**src/rtl/approx_rec_mult_pipe.sv**
```systemverilog
// Pipelined unsigned WIDTHxWIDTH recursive multiplier built from 4x4 sub-products.
// Low-significance sub-products can be swapped for the OR-compressed approximate cell.
module approx_rec_mult_pipe #(
   parameter int unsigned WIDTH        = 8,
   parameter int unsigned APPROX_DEPTH = 1
) (
   input  logic                 clk,
   input  logic                 rst,
   input  logic                 in_valid,
   output logic                 in_ready,
   input  logic [WIDTH-1:0]     a,
   input  logic [WIDTH-1:0]     b,
   input  logic                 approx_en,
   output logic                 out_valid,
   input  logic                 out_ready,
   output logic [2*WIDTH-1:0]   y,
   output logic                 y_approx,
   output logic [15:0]          beat_count
);

   localparam int unsigned N  = WIDTH / 4;
   localparam int unsigned NP = N * N;
   localparam int unsigned YW = 2 * WIDTH;

   // Approximate 4x4 cell: column-wise OR of partial products, top two columns re-encoded
   function automatic logic [7:0] approx_cell(input logic [3:0] p, input logic [3:0] q);
      logic [7:0] c;
      c[0] = p[0] & q[0];
      c[1] = (p[0] & q[1]) | (p[1] & q[0]);
      c[2] = (p[0] & q[2]) | (p[1] & q[1]) | (p[2] & q[0]);
      c[3] = (p[0] & q[3]) | (p[1] & q[2]) | (p[2] & q[1]) | (p[3] & q[0]);
      c[4] = (p[1] & q[3]) | (p[2] & q[2]) | (p[3] & q[1]);
      c[5] = (p[2] & q[3]) | (p[3] & q[2]);
      c[6] = p[3] & q[3] & ~(p[2] & q[2]);
      c[7] = p[3] & q[3] & p[2] & q[2];
      return c;
   endfunction

   logic              adv;
   logic              v1;
   logic              v2;
   logic              ap1;
   logic              ap2;
   logic [WIDTH-1:0]  a_q;
   logic [WIDTH-1:0]  b_q;
   logic [8*NP-1:0]   pp_d;
   logic [8*NP-1:0]   pp_q;
   logic [YW-1:0]     sum_d;

   // Whole pipeline advances together unless the output beat is stalled
   always_comb begin
      adv      = ~out_valid | out_ready;
      in_ready = adv & ~rst;
   end

   // Stage 2 sub-products, sub-product (i,j) stored at slot i*N+j
   always_comb begin
      pp_d = '0;
      for (int unsigned i = 0; i < N; i++) begin
         for (int unsigned j = 0; j < N; j++) begin
            if (ap1 && ((i + j) < APPROX_DEPTH))
               pp_d[8*(i*N+j) +: 8] = approx_cell(a_q[4*i +: 4], b_q[4*j +: 4]);
            else
               pp_d[8*(i*N+j) +: 8] = 8'(a_q[4*i +: 4]) * 8'(b_q[4*j +: 4]);
         end
      end
   end

   // Stage 3 shift-add tree
   always_comb begin
      sum_d = '0;
      for (int unsigned i = 0; i < N; i++) begin
         for (int unsigned j = 0; j < N; j++) begin
            sum_d = sum_d + (YW'(pp_q[8*(i*N+j) +: 8]) << (4*(i+j)));
         end
      end
   end

   always_ff @(posedge clk) begin
      if (rst) begin
         v1         <= 1'b0;
         v2         <= 1'b0;
         ap1        <= 1'b0;
         ap2        <= 1'b0;
         a_q        <= '0;
         b_q        <= '0;
         pp_q       <= '0;
         out_valid  <= 1'b0;
         y          <= '0;
         y_approx   <= 1'b0;
         beat_count <= '0;
      end else begin
         if (out_valid && out_ready)
            beat_count <= beat_count + 16'd1;
         if (adv) begin
            v1 <= in_valid;
            if (in_valid) begin
               a_q <= a;
               b_q <= b;
               ap1 <= approx_en;
            end
            v2 <= v1;
            if (v1) begin
               pp_q <= pp_d;
               ap2  <= ap1;
            end
            out_valid <= v2;
            if (v2) begin
               y        <= sum_d;
               y_approx <= ap2 & (APPROX_DEPTH != 0);
            end
         end
      end
   end

endmodule

```
**config.mk**
```make
export PLATFORM = sky130hd
export DESIGN_NAME = approx_rec_mult_pipe
export DESIGN_NICKNAME = d
export VERILOG_FILES = /design/src/rtl/approx_rec_mult_pipe.sv
export SDC_FILE = /design/constraint.sdc
export NUM_CORES = 1
export LEC_CHECK = 0
export ABC_AREA = 1
export CAP_MARGIN = 30
export CORE_ASPECT_RATIO = 1.1
export CORE_MARGIN = 5
export CORE_UTILIZATION = 58
export DETAILED_ROUTE_END_ITERATION = 8
export PLACE_DENSITY = 0.82
export SETUP_SLACK_MARGIN = 0.2
export SLEW_MARGIN = 10
export SYNTH_ARGS = -nofsm -noshare
export SYNTH_HDL_FRONTEND = slang
export SYNTH_SLANG_ARGS = --single-unit
```
**constraint.sdc**
```tcl
create_clock -name clk -period 3.3 [get_ports clk]
set_input_delay 0.66 -clock clk [delete_from_list [all_inputs] [get_ports clk]]
set_output_delay 0.66 -clock clk [all_outputs]
set_load 0.01 [all_outputs]
```
Yosys cells after proc, flatten, opt, wreduce, memory -nomap -nowiden
Cells that the tools add are included.

Multipliers: 4. Mux-type cells: 1. Reductions and logical operators: 4. Bitwise gates (word level): 33. Add/sub/neg operators: 4.

Operator list (count): $mul A4 B4 Y8 (4); $and A1 B1 Y1 (20); $add A14 B16 Y16 (1); $add A16 B1 Y16 const B (1); $add A13 B12 Y14 (1); $add A8 B12 Y13 (1); $or A1 B1 Y1 (10); $mux W8 (1); $reduce_and A2 Y1 (3); $not A1 Y1 (3); $logic_and A1 B1 Y1 (1).

Register bits: 86.

Longest topological paths before layout
Depth in word-level cells: 5. Gate-level depth with buffers: 15. Depth with buffers taken out: 14.

Least setup slack after synthesis
No wires, ideal clock.

Path kind: reg-to-reg. From: reg a_q[0]. To: reg pp_q[4]. Buffers on the path: 1. Stages on the path, launching flop included: 12. Slack: 0.361 ns. Arrival time: 2.824 ns. Clock period less this slack: 2.939 ns. Cell sequence: dfxtp_1 clkbuf_1 nand2_1 fa_1 inv_1 fa_1 fa_1 or2_2 a21oi_1 a31oi_1 o21ai_0 inv_1.

Longest elaborated chain between the ends: 2.

RTL lines: start, declared (line 44) `logic [WIDTH-1:0] a_q;`; start signal, assigned (line 85) `a_q <= '0;`; start signal, assigned (line 98) `a_q <= a;`; $mul A4 B4 Y8 (line 64) `pp_d[8*(i*N+j) +: 8] = 8'(a_q[4*i +: 4]) * 8'(b_q[4*j +: 4]);`; $mux W8 (line 61) `if (ap1 && ((i + j) < APPROX_DEPTH))`; end signal, assigned (line 104) `pp_q <= pp_d;`; end, declared (line 47) `logic [8*NP-1:0] pp_q;`.

Every way passes these cells. A chain may end at the register's enable or synchronous reset.

Worst setup path after layout
From: reg a_q[5]. To: reg pp_q[22].

Longest elaborated chain between the ends: 1.

RTL lines (line): $mul A4 B4 Y8 (64).

Every way passes these cells.

==> flow_metrics.py <==
metrics = {
    "yosys": {
        "async_reset_ff_frac": 0,
        "syn_inst": 819,
        "yosys_warnings": 0,
        "netlist.area_leader.share": 0.2908,
        "ys_seq_area_frac": 0.2908,
        "synth_cell_type_count": 39,
        "synth_edf_count": 0,
        "synthTopCellsByArea": "dfxtp_1 29%, ha_1 13%, nand2_1 10%",
        "yosys.area.top_type": "dfxtp_1",
        "ys.flop_type": "dfxtp_1",
        "synth_nets": 927,
        "avgSynthCellArea_sq_um": 7.229,
        "synth_seq_cells": 86,
        "syn_area_sq_um": 5921,
    },
    "power": {
        "power.total_mw": 2.361,
        "p_leak_nw": 3.655,
        "peakVddDrop_v": 0.0002011,
        "p_per_area_nw_per_um2": 350.4,
    },
    "floorplan": {
        "design.die.area_sq_um": 12330,
        "core.rowCount": 38,
        "io_pins": 56,
        "die_y_um": 116.0,
        "start_util": 0.5958,
        "fp.dieW_um": 106.3,
        "fp.coreArea_sq_um": 9937,
    },
    "cts": {
        "clk_pin_slew_worst_paths_ns": 0.09,
        "cts_tree": "built",
        "htreeDepth": 3,
        "worst_skew_pair.late_latency_ns": 0.36,
        "numCtsBuffers": 9,
        "cts_resized": 0,
        "ctsHoldBuffers": 0,
        "cts_max_path_buffers": 2,
        "clock-root-buffer": "clkbuf_8",
        "post_cts_buffers": 0,
        "clock-sinks": 86,
    },
    "route": {
        "drt_iter0_drc": 200,
        "routed_wl_um": 12800,
        "drc": 0,
        "firstDrtPassIters": 5,
        "post_drt_wl_per_cell_um": 13.03,
        "vias": 5122,
        "viasPerCell": 5.216,
        "drtAntennaViolNets": 0,
    },
    "layout": {
        "nets": 965,
        "final_cells": 982,
        "drive_above_1_share": 0.06148,
        "fin_area_sq_um": 6738,
        "post-route-util": 0.6780,
        "fillers": 836,
        "diodes": 0,
        "area_growth_pct": 13.80,
    },
    "timing": {
        "setup-violations-final": 0,
        "finalClockSkew_ns": 0.01028,
        "rsz0062_at_grt": "false",
        "finalWorstSetupSlack_ns": 0.3686,
        "hold_ws_ns": 0.4818,
        "relSlewSlack": 0.5242,
        "clock.fmax_mhz": 341.1,
        "finalCritPeriodShare": 0.8883,
        "slew_violations": 0,
        "min_period_ns": 2.931,
        "setup_tns_ns": 0,
        "worst_pin_slew_ns": 0.7137,
        "hold_viol": 0,
    },
    "setup_path": {
        "start_kind": "register",
        "slowest_delay_ns": 0.54,
        "worstPathMaxFanout": 9,
        "worstPathCellList": "nand2_1, fa_1, fa_1, fa_1, inv_1, nand2_1, a21oi_1, nor2_1, or2_2, a31oi_1",
        "cpMaxStageDelayCell": "fa_1",
        "cp.buffers_inverters": 1,
        "cpLargestDelayFamily": "adder cells",
        "critical_path_class": "register to register",
        "worstPathRequired_ns": 3.58,
        "reg2reg_setup_slack_ns": 0.37,
        "endpoint_kind": "register",
        "arrival_ns": 3.21,
        "cp_common_cell": "fa_1",
    },
    "place": {
        "post-dp-hpwl_um": 9833,
        "place_inst": 966,
        "dpl-instance-area_sq_um": 6525,
        "portBuffers": 55,
        "dp_slack_ns": 0.2962,
        "place_congestion": 0.8975,
    },
    "grt": {
        "grt_max_degree": 44,
        "grt_most_used_layer": "met2",
        "antenna_found_initial": 0,
        "use_met3": 0.03844,
        "grt_usage": 0.2217,
        "grt_pass1_wl_um": 22440,
        "met1_usage": 0.2675,
        "use_met2": 0.4030,
        "grt_overflow": 0,
        "grt_pass1_vias": 5121,
    },
    "worst_hold_path": {
        "hp-class": "register to register",
    },
    "flow_run": {
        "drv_cap": 0,
    },
    "outcome": {
        "outcome": "complete, no violations",
    },
}
power by group:
part	total [mW]	switching [mW]	internal, mW
logic	0.429	0.246	0.183
clock network	0.776	0.402	0.374
registers	1.15	0.0608	1.09
total	2.36	0.709	1.65
sequential cells by signal, indices dropped and copies added (netlist names), 8 cells and up:
register    cells
pp_q           32
beat_count     16
y              16
a_q             8
b_q             8
tightest hold or removal path: stages, from the launching register on:
cell and delay, ns:
dfxtp_1 0.33, nand2_1 0.06, a21oi_1 0.05
cell families after synthesis:
family,after synthesis,share of synthesized area
AOI/OAI and AO/OA,130,0.1175
xor gates and xnor gates,9,0.01331
adders and majority gates,87,0.2156
buffers and inverters,165,0.1088
DFF,86,0.2908
and+or+nand+nor,342,0.2540
layout by cell type (no fill, tap or decap), types with 5 or more instances in the layout:
cell type | netlist | routed
nand2_1 | 159 | 159
inv_1 | 122 | 122
nor2_1 | 118 | 118
dfxtp_1 | 86 | 82
ha_1 | 62 | 62
clkdlybuf4s50_1 | 0 | 55
a21oi_1 | 49 | 49
o21ai_0 | 44 | 44
nand3_1 | 29 | 29
fa_1 | 25 | 25
o21ai_1 | 15 | 15
a31oi_1 | 10 | 10
clkbuf_8 | 0 | 10
nand4_1 | 9 | 9
buf_4 | 2 | 9
or2_2 | 6 | 6
inv_2 | 5 | 5
xnor2_1 | 5 | 5
cells in the mapped netlist (3+ instances only):
master,n
a211oi_1,3
a21oi_1,49
a31oi_1,10
buf_2,8
clkbuf_1,26
dfxtp_1,86
fa_1,25
ha_1,62
inv_1,122
inv_2,5
nand2_1,159
nand2_4,4
nand3_1,29
nand4_1,9
nor2_1,118
nor2_8,4
nor3_1,4
o21ai_0,44
o21ai_1,15
or2_2,6
xnor2_1,5
xor2_1,4
final cells by class:
cell class	count	area, sq um	share of cell area
clock buffers	10	137.6	0.02043
clock inverters	6	70.07	0.01040
inverters	128	480.5	0.07131
multi-input cells	568	3555	0.5276
flip-flops and latches	86	1727	0.2563
well taps	120	150.1	0.02228
repair buffers	64	618.1	0.09174
per-layer routing:
| layer | share of wire | vias up |
|---|---|---|
| met3 | 0.043 | 21 |
| met1 | 0.44 | 2328 |
| met4 | 0.015 | 0 |
| li1 | - | 2654 |
| met2 | 0.50 | 119 |
| met5 | 0 | - |
path summary, 6_finish.rpt:
check / from / end / depth (start not counted)
worst max-delay path: a_q[5] / pp_q[22] / 10
worst min-delay path: pp_q[3] / pp_q[3] / 2
worst max register to register: a_q[5] / pp_q[22] / 10
worst min register to register: pp_q[3] / pp_q[3] / 2
Power figures use the tool's default switching activity.
